==> config.mk <==
export PLATFORM = sky130hd
export DESIGN_NAME = dsp_reset_responder
export DESIGN_NICKNAME = d
export VERILOG_FILES = /design/src/rtl/dsp_reset_responder.sv
export SDC_FILE = /design/constraint.sdc
export NUM_CORES = 1
export LEC_CHECK = 0
export ABC_CLOCK_PERIOD_IN_PS = 2250
export CAP_MARGIN = 40
export CORE_MARGIN = 10
export CORE_UTILIZATION = 55
export DETAILED_ROUTE_END_ITERATION = 10
export DONT_BUFFER_PORTS = 1
export PLACE_DENSITY = 0.74
export SYNTH_ARGS = -nofsm -noshare
export SYNTH_HDL_FRONTEND = slang
export SYNTH_SLANG_ARGS = --single-unit
export TNS_END_PERCENT = 50
==> constraint.sdc <==
create_clock -name sys_clock -period 2.25 [get_ports sys_clock]
set_clock_uncertainty 0.2 [all_clocks]
set_input_delay 0.3375 -clock sys_clock [delete_from_list [all_inputs] [get_ports sys_clock]]
set_output_delay 0.3375 -clock sys_clock [all_outputs]
set_load 0.05 [all_outputs]
==> src/rtl/dsp_reset_responder.sv <==
// Device-side responder for the DSP reset/detect handshake on the ISA I/O bus.
// Enforces the 1-hold-0 reset write sequence, then presents 0xAA after a release delay.
module dsp_reset_responder #(
   parameter logic [15:0] BASE_ADDR   = 16'h0220,
   parameter int unsigned HOLD_CYCLES = 3,
   parameter int unsigned READY_DELAY = 8
) (
   input  logic        sys_clock,
   input  logic        reset_n,
   input  logic [15:0] address,
   input  logic [7:0]  data_in,
   input  logic        iow_n,
   input  logic        ior_n,
   output logic [7:0]  data_out,
   output logic        data_oe,
   output logic        in_reset,
   output logic        ready
);

   localparam int unsigned HOLD_MAX = (HOLD_CYCLES > 2) ? HOLD_CYCLES : 2;
   localparam int unsigned DLY_MAX  = (READY_DELAY > 2) ? READY_DELAY : 2;
   localparam int unsigned HOLD_W   = $clog2(HOLD_MAX) + 1;
   localparam int unsigned DLY_W    = $clog2(DLY_MAX) + 1;

   localparam logic [15:0] RST_PORT   = BASE_ADDR + 16'h0006;
   localparam logic [15:0] DATA_PORT  = BASE_ADDR + 16'h000A;
   localparam logic [15:0] STAT_PORT  = BASE_ADDR + 16'h000C;
   localparam logic [15:0] AVAIL_PORT = BASE_ADDR + 16'h000E;

   localparam logic [HOLD_W-1:0] HOLD_LIM = HOLD_W'(HOLD_CYCLES);
   localparam logic [DLY_W-1:0]  DLY_LAST = DLY_W'(READY_DELAY - 1);

   typedef enum logic [1:0] {
      S_IDLE  = 2'd0,
      S_HOLD  = 2'd1,
      S_WAIT  = 2'd2,
      S_READY = 2'd3
   } state_t;

   state_t             state;
   logic [HOLD_W-1:0]  hold_cnt;
   logic [DLY_W-1:0]   dly_cnt;
   logic [7:0]         buffer;
   logic [15:0]        rd_addr;

   // [0],[1] synchroniser flops, [2] edge register
   logic [2:0]  iow_s;
   logic [2:0]  ior_s;
   // address/data sampled alongside the synchroniser so they line up with the detected edge
   logic [15:0] addr_d0;
   logic [15:0] addr_d1;
   logic        bit_d0;
   logic        bit_d1;

   logic iow_fall;
   logic ior_fall;
   logic ior_rise;
   logic rst_wr;
   logic rst_set;
   logic rst_clr;
   logic pop;
   logic unused_data;

   assign unused_data = ^data_in[7:1];

   assign iow_fall = iow_s[2] & ~iow_s[1];
   assign ior_fall = ior_s[2] & ~ior_s[1];
   assign ior_rise = ~ior_s[2] & ior_s[1];
   assign rst_wr   = iow_fall && (addr_d1 == RST_PORT);
   assign rst_set  = rst_wr & bit_d1;
   assign rst_clr  = rst_wr & ~bit_d1;
   assign pop      = ior_rise && (rd_addr == DATA_PORT) && ready;

   always_ff @(posedge sys_clock or negedge reset_n) begin
      if (!reset_n) begin
         iow_s   <= 3'b111;
         ior_s   <= 3'b111;
         addr_d0 <= 16'h0000;
         addr_d1 <= 16'h0000;
         bit_d0  <= 1'b0;
         bit_d1  <= 1'b0;
      end else begin
         iow_s   <= {iow_s[1:0], iow_n};
         ior_s   <= {ior_s[1:0], ior_n};
         addr_d0 <= address;
         addr_d1 <= addr_d0;
         bit_d0  <= data_in[0];
         bit_d1  <= bit_d0;
      end
   end

   // Handshake state machine; a reset write always wins over a pop
   always_ff @(posedge sys_clock or negedge reset_n) begin
      if (!reset_n) begin
         state    <= S_IDLE;
         hold_cnt <= '0;
         dly_cnt  <= '0;
         buffer   <= 8'h00;
         rd_addr  <= 16'h0000;
         in_reset <= 1'b0;
         ready    <= 1'b0;
      end else begin
         if (ior_fall) begin
            rd_addr <= addr_d1;
         end
         case (state)
            S_IDLE: begin
               if (rst_set) begin
                  state    <= S_HOLD;
                  hold_cnt <= '0;
                  in_reset <= 1'b1;
               end
            end
            S_HOLD: begin
               if (rst_set) begin
                  hold_cnt <= '0;
               end else if (rst_clr) begin
                  in_reset <= 1'b0;
                  if (hold_cnt >= HOLD_LIM) begin
                     state   <= S_WAIT;
                     dly_cnt <= '0;
                  end else begin
                     state <= S_IDLE;
                  end
               end else if (hold_cnt < HOLD_LIM) begin
                  hold_cnt <= hold_cnt + HOLD_W'(1);
               end
            end
            S_WAIT: begin
               if (rst_set) begin
                  state    <= S_HOLD;
                  hold_cnt <= '0;
                  in_reset <= 1'b1;
               end else if (dly_cnt == DLY_LAST) begin
                  state  <= S_READY;
                  buffer <= 8'hAA;
                  ready  <= 1'b1;
               end else begin
                  dly_cnt <= dly_cnt + DLY_W'(1);
               end
            end
            S_READY: begin
               if (rst_set) begin
                  state    <= S_HOLD;
                  hold_cnt <= '0;
                  in_reset <= 1'b1;
                  buffer   <= 8'h00;
                  ready    <= 1'b0;
               end else if (pop) begin
                  state  <= S_IDLE;
                  buffer <= 8'h00;
                  ready  <= 1'b0;
               end
            end
            default: begin
               state    <= S_IDLE;
               in_reset <= 1'b0;
               ready    <= 1'b0;
               buffer   <= 8'h00;
            end
         endcase
      end
   end

   // Read decode straight from the bus pins; values from registered state
   always_comb begin
      data_out = 8'h00;
      data_oe  = 1'b0;
      if (reset_n) begin
         case (address)
            DATA_PORT: begin
               data_oe  = !ior_n;
               data_out = ready ? buffer : 8'hFF;
            end
            STAT_PORT: begin
               data_oe  = !ior_n;
               data_out = in_reset ? 8'hFF : 8'h7F;
            end
            AVAIL_PORT: begin
               data_oe  = !ior_n;
               data_out = {ready, 7'h7F};
            end
            default: begin
               data_oe  = 1'b0;
               data_out = 8'h00;
            end
         endcase
      end
   end

endmodule

Yosys cells after proc, flatten, opt, wreduce, memory -nomap -nowiden
Index checks and enable logic that the tools add are counted.
Widths: inputs -> output; s select.

word-level totals
  bits of input ports = 28
  output and inout port bits = 11
  word-level logic and storage cells = 101
  bits in registers = 75

operators by class
  bitwise logic cells = 9
  $add $sub $neg = 2
  muxes and demuxes = 40
  reduce and logical (&&, ||, !) cells = 14
  equal/unequal tests = 21
  $lt $le $gt $ge = 2

operator list
  cell                  number
  $eq 16x10->1 const B  5
  $mux 8                7
  $pmux 8 s3            1
  $mux 4                5
  $mux 2                8
  $pmux 8 s2            1
  $ne 2x2->1 const B    7
  $mux 3                4
  $ne 3x3->1 const B    4
  $mux 1                9
  $pmux 2 s4            1
  $pmux 4 s2            1
  $pmux 3 s2            1
  $reduce_and 3->1      2
  $reduce_and 6->1      1
  $reduce_or 3->1       2
  $and 1x1->1           5
  $reduce_and 5->1      1
  $add 4x1->4 const B   1
  $eq 2x2->1 const B    2
  $eq 4x3->1 const B    1
  $not 1->1             4
  $pmux 1 s2            2
  $reduce_and 4->1      1
  other kinds (9)       12

Depth between registers and ports, before layout
  depth after elaboration = 7
  mapped depth = 7
  depth with buffers taken out = 7

Least setup slack after synthesis
No wires, ideal clock.

  path type = input -> output
  start point = in address[7]
  end point = out data_out[2]
  path slack = -338 ps
  stages on the path = 4
  arrival time = 2051 ps
  cells stage by stage = nor4b_1 nand4_1 a21oi_1 buf_4

on the way
  longest elaborated chain between the ends = 3
  elaborated cells on any way between the ends = 5
  those cells by class = eq/ne: 3; mux: 2

ends and longest elaborated chain
  element             RTL line  RTL
  start: declaration  10        input logic [15:0] address,
  $eq 16x10->1        170       case (address)
  $pmux 8 s3 (*)      170
  $mux 8 (*)          169       if (reset_n) begin
  end: declaration    14        output logic [7:0] data_out,

Every way passes the cells marked *; elsewhere a longest branch is shown, timed or not.

Worst setup path after layout
  start point = reg addr_d1[10]
  end point = reg dly_cnt[2]

on the way
  longest elaborated chain between the ends = 5
  elaborated cells on any way between the ends = 8
  those cells by class = eq/ne: 4; bitwise: 2; reduce/logical: 2

ends and longest elaborated chain
  element                                RTL line  RTL
  start: declaration                     51        logic [15:0] addr_d1;
  start signal: assignment               86        addr_d1 <= addr_d0;
  $eq 16x10->1 (*)                       69        assign rst_wr = iow_fall && (addr_d1 == RST_PORT);
  $logic_and 1x1->1 (*)                  69
  $and 1x1->1, on equally long branches  70, 71
  $ne 2x2->1 (no source line)            n/a
  $reduce_and 6->1 (no source line) (*)  n/a
  end signal: assignment                 139       dly_cnt <= dly_cnt + DLY_W'(1);
  end: declaration                       42        logic [DLY_W-1:0] dly_cnt;

Marks and branches as above.
A chain may end at the register's enable or synchronous reset.

==> key figures <==
Power and ir drop
  – Pleak: roughly 1.3 nW
  – PD cells: just over 800 nW/µm²
  – VDD IR max: approximately 0.67 mV
  – Tot Pwr: around 0.0026 W

Synth
  – FFs w/ async S/R, synth: 100%
  – Mean Syn Cell Area: 14.4 µm²
  – Sequential area share after synthesis: 68.6%
  – Post-Syn Nets: slightly above 200
  – Synth Instances: roughly 170
  – Synthesized flop and latch total: 67
  – Most used DFF post-synth: dfrtp_1
  – Synth warn: 0
  – Synth cell types: 38
  – Mapped Area: 2460 µm²
  – Post-synth EDFFs: 0

Floorplanning
  – Die height: roughly 87 µm
  – IO Pins: 39
  – Die area: ~7500 µm²
  – Initial Utilization: a little under three fifths
  – Die W: approximately 87 µm
  – Core ar.: ~4400 µm²
  – Row count: 24

Timing
  – Hold Worst Slack: 0.151 ns
  – Relative slew slack: approximately 75%
  – Post-route setup slack: ~0.052 ns
  – Max Fclk: 0.455 GHz
  – Post-route clock period utilization: a little over nine tenths
  – Final hold violations: 0
  – Post-Route Setup TNS: 0 ns
  – RSZ-0062 raised after global routing: true
  – Worst Tran Pin Value: approximately 0.37 ns
  – Final min period: around 2.2 ns
  – Slew Limit Fails: 0
  – Setup-failing EPs final: 0

Clock network
  – Clk sinks: 67
  – CTS tree: done
  – H-tree depth: 3
  – Latest clock arrival within the worst-skew pair: 0.33 ns
  – Cts bufs inserted: 9
  – Clock root buffer: clkbuf_8
  – Clk slew on worst S/H paths: approximately 0.080 ns
  – Buffers from clock root to sink, at most: 2

Place
  – Detailed placer's ending HPWL: slightly below 3000 µm
  – I/O Buffers: 0
  – Cell area after placement: ~2600 µm²
  – Placer Congestion: about 0.83
  – Place WS: -0.0165 ns

Min path
  – Type of the worst min-delay path: reg -> reg

Setup path
  – Arr. time, crit path: approximately 2.2 ns
  – Worst setup SP type: flop
  – Max FO, Critical Path: 6
  – Data required time of the critical path: 2.27 ns
  – CP endpoint kind: flop
  – Setup CP Type: reg -> reg

Route
  – Routed wire length per instance: 19.6 µm
  – DR vias/cell: between 5 and 6
  – # DRC: 0
  – ANT nets after route: 0
  – Routed wire length: 5160 µm
  – DR iter-0 viols: 140
  – Total iterations of the first detailed-routing run: 4
  – Routed vias: around 1500

Flow run
  – Max Cap Viol: 0

Cells and area
  – Antenna cell count: 0
  – Filler cells: 246
  – Cell area after layout: about 3100 µm²
  – Area Overhead vs Synth: 25.8%
  – Layout cell share with drive strength beyond 1: between 20% and 30%
  – Final Net Count: ~240

Global route
  – Vias in the first global route: 1751
  – Grt total ovfl: 0
  – GRT Total Usage: around 15%
  – Maximum number of pins on one net before global-route repair: 68
  – Initial antenna violation count: 0
  – First-pass GRT wire length: between 8000 and 9000 µm

Outcome
  – Status: complete, no violations
-- power breakdown --
part | internal [W] | switching (W) | total (W) | leakage [nW]
combinational | 0.0000751 | 0.0000520 | 0.000127 | 0.441
clock | 0.000629 | 0.000479 | 0.00111 | 0.102
sequential | 0.00129 | 0.0000428 | 0.00133 | 0.796
total | 0.00199 | 0.000573 | 0.00256 | 1.34
-- cells in the final DEF, fill, tap and decap left out, drive strengths merged, types with 2 or more instances in the layout --
master | synthesis | layout
nor2 | 5 | 5
clkbuf | 2 | 9
nand2 | 11 | 11
nand4 | 2 | 2
o21ai | 4 | 4
dlygate4sd3 | 0 | 20
nand3b | 2 | 2
dfrtp | 61 | 61
clkinvlp | 0 | 3
nor3 | 4 | 4
dfstp | 6 | 6
and4b | 3 | 3
ha | 3 | 3
mux2 | 17 | 17
a21oi | 4 | 4
a31oi | 3 | 3
nor4bb | 2 | 2
a32o | 2 | 2
inv | 4 | 5
nor4 | 4 | 4
buf | 6 | 12
nand2b | 3 | 3
nor4b | 2 | 2
nand3 | 5 | 5
bufinv | 0 | 2
mux2i | 4 | 4
-- worst max-delay path, cell delays in order, from the launching register on --
cell and delay, ns:
dfrtp_1 0.38, or4_4 0.55, nor4_4 0.23, buf_6 0.17, a31oi_4 0.07, mux2_4 0.27, a32o_1 0.22
-- metal layers --
layer,GRT usage (%),vias up,wire length (µm)
met5,0,-,0
met4,6.33,0,66
met3,5.53,7,354
met2,24.4,54,2610
met1,17.1,777,2130
li1,-,679,-
-- kinds of logic after synthesis --
kind of cell | count (synthesis) | synth area share (%)
AOI/OAI and AO/OA | 19 | 5.10
buffers and inverters | 12 | 2.60
and+or+nand+nor | 49 | 12.8
muxes | 21 | 9.42
adders and majority gates | 3 | 1.53
DFF | 67 | 68.6
-- final timing paths --
| check | from | endpoint | slack [ns] | cells after the start |
|---|---|---|---|---|
| worst max register to register | addr_d1[10]$_DFF_PN0_ | dly_cnt[2]$_DFFE_PN0P_ | 0.05 | 6 |
| worst max-delay path | addr_d1[10]$_DFF_PN0_ | dly_cnt[2]$_DFFE_PN0P_ | 0.05 | 6 |
| worst min-delay path | addr_d0[15]$_DFF_PN0_ | addr_d1[15]$_DFF_PN0_ | 0.15 | 0 |
| max in group asynchronous | reset_n | ior_s[2]$_DFF_PN1_ | 1.21 | 2 |
| worst min register to register | addr_d0[15]$_DFF_PN0_ | addr_d1[15]$_DFF_PN0_ | 0.15 | 0 |
| min in group asynchronous | reset_n | addr_d0[8]$_DFF_PN0_ | 0.33 | 2 |
-- registers in the layout, summed over array words and instances, names as in the netlist --
| register | flops |
|---|---|
| ior_s | 3 |
| rd_addr | 16 |
| state | 2 |
| iow_s | 3 |
| bit_d1 | 1 |
| bit_d0 | 1 |
| addr_d0 | 16 |
| buffer | 1 |
| hold_cnt | 3 |
| in_reset | 1 |
| addr_d1 | 16 |
| dly_cnt | 4 |
-- cells in the mapped netlist (2+ instances only) --
library cell | number | area share, %
dfrtp_1 | 61 | 62
mux2_2 | 17 | 7.8
nand2_1 | 11 | 1.7
dfstp_2 | 6 | 6.4
buf_4 | 5 | 1.5
nor2_1 | 5 | 0.76
a21oi_1 | 4 | 0.82
inv_1 | 4 | 0.61
mux2i_1 | 4 | 1.6
nand3_1 | 4 | 0.82
nor3_1 | 4 | 0.82
o21ai_0 | 4 | 0.82
a31oi_1 | 3 | 0.76
and4b_1 | 3 | 1.2
ha_1 | 3 | 1.5
nand2b_1 | 3 | 0.76
nor4_1 | 3 | 0.76
a32o_1 | 2 | 0.82
clkbuf_1 | 2 | 0.31
nand3b_1 | 2 | 0.61
nand4_1 | 2 | 0.51
nor4b_1 | 2 | 0.71
nor4bb_1 | 2 | 0.82
-- what timing repair did --
| item | in CTS | in global routing |
|---|---|---|
| endpoints found under the hold margin | 86 | 0 |
| setup buffers | 1 | 0 |
| resized for setup | 1 | 6 |
| hold buffers | 21 | 0 |
| pin swaps | 1 | 6 |
| endpoints found under the setup margin | 5 | 7 |
-- layout make-up --
class | count | area [µm²] | share of cell area [%]
sequential | 67 | 1680 | 54.5
multi-input combinational | 92 | 762 | 24.7
timing repair buffer | 32 | 339 | 11.0
clock buffer | 9 | 124 | 4.01
clock inverter | 7 | 100 | 3.24
tap | 52 | 65.1 | 2.11
inverter | 4 | 15.0 | 0.486
-- per-stage QoR --
stage | std cells | utilization (%)
2_1_floorplan | 171 | -
3_3_place_gp | 225 | 59.5
3_5_place_dp | 225 | 59.5
4_1_cts | 263 | 70.2
5_1_grt | 263 | 70.9
6_report | 263 | 70.9
(Power assumes the default switching activity.)
